File: src/rtl/max_unpool_router.sv
// 2x2 max-unpool router: gathers argmax history and gradients for one pooled
// frame, then streams the 2N x 2N map in raster order. Optional err output: MAX_UNPOOL_ERR_EN.
module max_unpool_router #(
    parameter int N  = 3,
    parameter int DW = 16
) (
    input  logic          clk,
    input  logic          rst,
    input  logic          hist_valid,
    input  logic [5:0]    hist_addr,
    input  logic [2:0]    hist,
    input  logic          grad_load,
    input  logic [DW-1:0] grad_in,
    output logic          out_valid,
    output logic [DW-1:0] out_data,
    output logic [5:0]    out_row,
    output logic [5:0]    out_col,
    output logic          busy,
    output logic          done
`ifdef MAX_UNPOOL_ERR_EN
    ,output logic         err
`endif
);
    localparam int NN   = N * N;
    localparam int IW   = (NN > 1) ? $clog2(NN) : 1;
    localparam int LAST = 2 * N - 1;

    typedef enum logic {COLLECT, EMIT} state_t;

    state_t          state, state_nxt;
    logic [NN-1:0]   mask, mask_nxt;
    logic [6:0]      grad_cnt, cnt_nxt;
    logic [5:0]      row, col;
    logic [2:0]      hist_mem [NN];
    logic [DW-1:0]   grad_mem [NN];
    logic            hist_ok, grad_ok, last_pix;
    logic [IW-1:0]   p;
    logic [1:0]      idx;

    always_comb begin
        hist_ok  = (state == COLLECT) && hist_valid && (32'(hist_addr) < NN);
        grad_ok  = (state == COLLECT) && grad_load && (32'(grad_cnt) < NN);
        mask_nxt = mask;
        if (hist_ok) mask_nxt[hist_addr[IW-1:0]] = 1'b1;
        cnt_nxt  = grad_cnt + 7'(grad_ok);
        last_pix = (row == 6'(LAST)) && (col == 6'(LAST));
        state_nxt = state;
        case (state)
            COLLECT: if ((&mask_nxt) && (32'(cnt_nxt) == NN)) state_nxt = EMIT;
            EMIT:    if (last_pix) state_nxt = COLLECT;
            default: state_nxt = COLLECT;
        endcase
    end

    always_ff @(posedge clk or posedge rst) begin
        if (rst) begin
            state    <= COLLECT;
            mask     <= '0;
            grad_cnt <= '0;
            row      <= '0;
            col      <= '0;
            done     <= 1'b0;
        end else begin
            state <= state_nxt;
            done  <= 1'b0;
            if (state == COLLECT) begin
                mask     <= mask_nxt;
                grad_cnt <= cnt_nxt;
            end else if (last_pix) begin
                // frame finished: clear everything so the done cycle starts a new frame
                mask     <= '0;
                grad_cnt <= '0;
                row      <= '0;
                col      <= '0;
                done     <= 1'b1;
            end else if (col == 6'(LAST)) begin
                col <= '0;
                row <= row + 6'd1;
            end else begin
                col <= col + 6'd1;
            end
        end
    end

    always_ff @(posedge clk) begin
        if (hist_ok) hist_mem[hist_addr[IW-1:0]] <= hist;
        if (grad_ok) grad_mem[grad_cnt[IW-1:0]]  <= grad_in;
    end

`ifdef MAX_UNPOOL_ERR_EN
    always_ff @(posedge clk or posedge rst) begin
        if (rst)
            err <= 1'b0;
        else if ((state == COLLECT) &&
                 ((hist_valid && ((hist > 3'd3) || (32'(hist_addr) >= NN))) ||
                  (grad_load && (32'(grad_cnt) == NN))))
            err <= 1'b1;
    end
`endif

    // outputs derive only from registered state, so async reset zeroes them at once
    always_comb begin
        p         = IW'(((32'(row) >> 1) * N) + (32'(col) >> 1));
        idx       = {row[0], col[0]};
        out_valid = (state == EMIT);
        busy      = out_valid;
        out_row   = out_valid ? row : '0;
        out_col   = out_valid ? col : '0;
        out_data  = (out_valid && (hist_mem[p] == {1'b0, idx})) ? grad_mem[p] : '0;
    end
endmodule

File: config.mk
export PLATFORM = sky130hd
export DESIGN_NAME = max_unpool_router
export DESIGN_NICKNAME = d
export VERILOG_FILES = /design/src/rtl/max_unpool_router.sv
export SDC_FILE = /design/constraint.sdc
export NUM_CORES = 1
export LEC_CHECK = 0
export ABC_AREA = 1
export CORE_ASPECT_RATIO = 0.8
export CORE_MARGIN = 8
export CORE_UTILIZATION = 55
export CTS_BUF_LIST = sky130_fd_sc_hd__clkbuf_4
export DETAILED_ROUTE_END_ITERATION = 10
export PLACE_DENSITY = 0.78
export SKIP_CTS_REPAIR_TIMING = 1
export SLEW_MARGIN = 0
export SYNTH_ARGS = -nofsm -noshare
export SYNTH_HDL_FRONTEND = slang
export SYNTH_SLANG_ARGS = --single-unit
export TNS_END_PERCENT = 20
File: constraint.sdc
create_clock -name clk -period 3.2 [get_ports clk]
set_clock_uncertainty 0.15 [all_clocks]
set_input_delay 0.32 -clock clk [delete_from_list [all_inputs] [get_ports clk]]
set_output_delay 0.32 -clock clk [all_outputs]
set_load 0.02 [all_outputs]
# ---- Yosys cells after proc, flatten, opt, wreduce, memory -nomap -nowiden
# Memories as Yosys holds them, arrays and structs flattened.
# Cells that the tools add are included.
dict set report totals {
  register_bits 30
  mem_bits_rw 171
  wordCells 58
  memories 2
}
dict set report op_classes {
  addsub 4
  multipliers 1
  order_cmp 4
  eq_ne 5
  n_mux 23
  n_bitwise 2
  n_reduce_logical 11
}
# name depth width read_ports rd_clocked_by_memory_dff write_ports line
set mem_list {}
lappend mem_list {grad_mem 9 16 1 0 1 35} ;# logic [DW-1:0] grad_mem [NN];
lappend mem_list {hist_mem 9 3 1 0 1 34} ;# logic [2:0] hist_mem [NN];
# operator count
set ops {}
lappend ops {{$mux 6} 6}
lappend ops {{$mux 9} 3}
lappend ops {{$mux 16} 1}
lappend ops {{$mux 7} 2}
lappend ops {{$add 6x1->6 const B} 2}
lappend ops {{$eq 6x3->1 const B} 2}
lappend ops {{$mux 1} 9}
lappend ops {{$or 9x9->9} 1}
lappend ops {{$reduce_and 9->1} 1}
lappend ops {{$logic_and 1x1->1} 8}
lappend ops {{$add 7x1->7} 1}
lappend ops {{$eq 7x4->1 const B} 1}
lappend ops {{$lt 7x4->1 const B} 1}
lappend ops {{$lt 6x4->1 const B} 1}
lappend ops {{$lt 4x5->1 const B} 1}
lappend ops {{$mul 5x2->4 const B} 1}
lappend ops {{$add 4x4->4} 1}
lappend ops {{$demux 1 s4} 1}
lappend ops {{$ge 4x1->1 const B} 1}
lappend ops {{$eq 3x2->1} 1}
lappend ops {{$ne 2x1->1 const B} 1}
lappend ops {{$pmux 1 s2} 1}
lappend ops {{$reduce_and 2->1} 1}
lappend ops {{$reduce_bool 2->1} 1}
lappend ops {{$not 1->1} 1}

# ---- Logic depth before layout (Yosys ltp)
dict set report logic_depth {
  ltp_word 10
  depth_mapped 20
  ltp_nobuf 19
}

# ---- Least setup slack after synthesis
# Ideal clock, no wire load.
dict set report synth_path {
  path_type {flip-flop to output port}
  startpoint {register row[2]}
  endpoint {output out_data[10]}
  arrival_ns 2.812
  required_ns 2.730
  slack_ns -0.082
  path_stages_with_launch 15
  cell_sequence {dfrtp_1 inv_1 fa_1 inv_1 ha_1 inv_1 fa_1 clkbuf_1 o21ai_0 nor2_1 nor2_1 nor2_2 nand3_4 buf_6 nor2_2}
}
dict set report synth_between {
  elab_chain_len 6
}
# item line
set synth_rtl {}
lappend synth_rtl {{start: declaration} 33} ;# logic [5:0] row, col;
lappend synth_rtl {{start signal: assignment} 78} ;# row <= row + 6'd1;
lappend synth_rtl {{$mul 5x2->4 (*)} 103} ;# p = IW'(((32'(row) >> 1) * N) + (32'(col) >> 1));
lappend synth_rtl {{$add 4x4->4 (*)} 103}
lappend synth_rtl {{$mem_v2 9x3} --}
lappend synth_rtl {{$eq 3x2->1} 109} ;# out_data = (out_valid && (hist_mem[p] == {1'b0, idx})) ? grad_mem[p] : '0;
lappend synth_rtl {{$logic_and 1x1->1} 109}
lappend synth_rtl {{$mux 16 (*)} 109}
lappend synth_rtl {{end: declaration} 15} ;# output logic [DW-1:0] out_data,
# Mark *: on every way between the ends. The rest lies on a longest branch, timed or not.

# ---- Worst setup path in the final report
# Ends and elaborated chain as after synthesis.

==> results.toml <==
[run_status]
status = "finished with violations"
violations = "setup timing"

[routing]
drt_wl_total_um = 19400
vias = 6250
drc = 0
drtIter0Drc = 527
drtAntennaViolNets = 0
drtPass1Iterations = 5
vias_per_cell = 5.351
wl_per_cell_um = 16.61

[power]
cellPowerDensity_nw_per_um2 = 543.6
ir_worst_vdd_mv = 0.3187
power_mw = 5.764
leakagePower_nw = 4.331

[die]
core_um2 = 15700
rows = 41
ioPinCount = 60
dieArea_um2 = 20340
start_util_pct = 56.11
die_w_um = 157.5
die_h_um = 129.2

[grt]
grt_pass1_vias = 6135
gr-total-overflow = 0
use_met3_pct = 4.226
grt_first_pass_wirelength_um = 31060
grt_util_met2_pct = 30.51
grt_max_degree = 45
antenna_found_initial = 1
met1_usage_pct = 25.86
gr-usage-all-layers_pct = 19.47
grt.busiest_layer = "met2"

[critical_path]
crit_required_ns = 2.73
critPathKind = "register to output pin"
cp_max_fo = 7
critPathArrivalTime_ns = 3.40
rr_endpoint = "busy$_DFF_PP0_"
cp-startpoint = "row[2]$_DFFE_PP0P_"
slowest_stage = "fa_1"
critPathTopFamily = "adder cells"
cp_num_buf_inv = 8
start_kind = "register"
path_cells = "inv_1 -> fa_1 -> inv_2 -> ha_4 -> inv_2 -> fa_2 -> inv_1 -> nand2_1 -> nand2_2 -> inv_2 -> nand2_2 -> nand2_4 -> inv_4 -> nand2_2 -> nand2_1 -> nand2_1 -> nand2_2 -> nand3_4 -> buf_12 -> nor2_4 -> buf_6"
end_kind = "output pin"
reg2reg_from = "busy$_DFF_PP0_"
crit_top_cell = "nand2_2"
setup.worst_path.end = "out_data[10]"
crit_cells = 21
rr_worst_depth = 12
cpPeakStageDelay_ns = 0.49
r2r_slack_ns = 0.64

[cts]
cts.clk_slew.worst_paths_ns = 0.06
clkSinkCount = 201
cts_tree = "yes"
cts-root-buf = "clkbuf_4"
htree_levels = 2
cts_inserted_buffers = 50
clk_path_buf_depth = 3
clk_latency_ns = 0.62

[synth]
synth-warning-count = 0
synthCells = 797
yosys_register_bits = 201
synthMostInstantiatedCell = "nand2_1"
synthTopCellsByCount = "nand2_1, edfxtp_1, inv_1"
yosys.cell_types.count = 32
avgSynthCellArea_um2 = 11.05
yosys.area.top_type = "edfxtp_1"
synthArstFlopShare_pct = 14.93
synth-seq-area-share_pct = 66.83
synth_top_area_share_pct = 58.30
synth-main-ff-cell = "edfxtp_1"
synth_edf_count = 171
synth_area_leaders = "edfxtp_1, dfrtp_1, nand2_1, a21oi_1, inv_1"
syn-cell-area_um2 = 8807
synth_fp_nets = 841

[timing]
finalHoldViolCount = 0
fmax_mhz = 258.1
rsz0062_at_grt = "true"
maxSlewHeadroom_pct = 65.76
setup_viol = 16
fin_crit_sh_pct = 121.1
worst_pin_slew_ns = 0.5131
worst_slack_ns = -0.6742
layout_min_cycle_time_ns = 3.874
drv_slew = 0

[final_layout]
multi_input_area_um2 = 2542
drive_gt1_share_pct = 19.43
syn_to_final_growth_pct = 20.39
stdcell_area_um2 = 10600
seq_area_um2 = 5886
nFillCells = 1194
fin_nets = 963

[place]
port_buffers = 59
hpwl_um = 12150
place.gp.congestion = 0.8018
postPlaceCellArea_um2 = 9824

[job]
max_cap_violations = 0

[worst_hold_path]
hp-class = "primary input to register"
## where the power goes
part	switching (mW)	leakage, nW	internal [mW]
sequential	0.0734	1.95	3.10
combinational	0.388	2.01	0.178
clock	0.949	0.366	1.07
## logic make-up (layout without fill, tap and decap cells)
kind of cell | Yosys count | count (layout) | share of synthesized area (%)
AND/OR/NAND/NOR | 321 | 321 | 15.43
flip-flops | 201 | 201 | 66.83
AO/OA/AOI/OAI | 135 | 135 | 8.467
buffers and inverters | 115 | 270 | 5.896
adder cells (fa/ha/maj) | 15 | 15 | 2.387
XOR/XNOR | 10 | 10 | 0.9944
other | 0 | 1 | 0
## state kept, by name (all words and copies together) (netlist names)
name / cells
busy: 1
grad_cnt: 7
grad_mem: 144
col: 6
done: 1
row: 6
hist_mem: 27
mask: 9
## metal layers
metal	share of wire, %	up-vias
met2	47	232
met5	0	-
met3	7.6	41
li1	-	3005
met1	43	2972
met4	2.4	0
## through the flow
step	utilization [%]	hold WS [ns]	TNS [ns]	setup WS, ns	cells
floorplan	-	0.2608	-0.03158	-0.003158	797
global placement	62.59	0.3460	-8.040	-0.5291	1078
detailed placement	62.59	0.3476	-9.267	-0.6074	1078
CTS	66.44	-0.09499	-20.35	-1.305	1163
global route	67.54	0.3045	-13.39	-0.8716	1168
finish	67.54	0.3154	-10.12	-0.6742	1168
## layout by cell type, fill, tap and decap left out, types with 8 or more instances in the layout
cell type and instances:
edfxtp_1 171, a21oi_1 59, clkinv_1 8, a22oi_1 22, nor3_1 8, nor2_1 39
o21ai_0 34, xor2_1 10, inv_1 70, ha_1 10, nor2_4 12, clkdlybuf4s50_1 43
dfrtp_1 30, inv_2 9, o21ai_1 8, nand3_1 52, nand2_1 187, clkbuf_4 76
buf_6 15, buf_4 44
## worst min-delay path by stage
stage	from	endpoint	slack, ns	cells after the start
2_1_floorplan	rst	busy$_DFF_PP0_	0.26	1
3_3_place_gp	mask[8]$_DFFE_PP0P_	mask[8]$_DFFE_PP0P_	0.35	2
3_5_place_dp	mask[8]$_DFFE_PP0P_	mask[8]$_DFFE_PP0P_	0.35	2
4_1_cts	rst	grad_cnt[2]$_DFFE_PP0P_	-0.09	3
5_1_grt	grad_in[10]	grad_mem[2][10]$_DFFE_PP_	0.30	1
6_report	grad_in[5]	grad_mem[2][5]$_DFFE_PP_	0.32	1
## final cells by class
cell class,count,share of cell area (%)
sequential,201,55.51
clock buffer,76,5.381
clock inverter,9,0.3186
inverter,79,2.820
antenna,1,0.02360
tap,215,2.537
timing repair buffer,106,9.429
multi-input combinational,481,23.98
(Power assumes the default switching activity.)
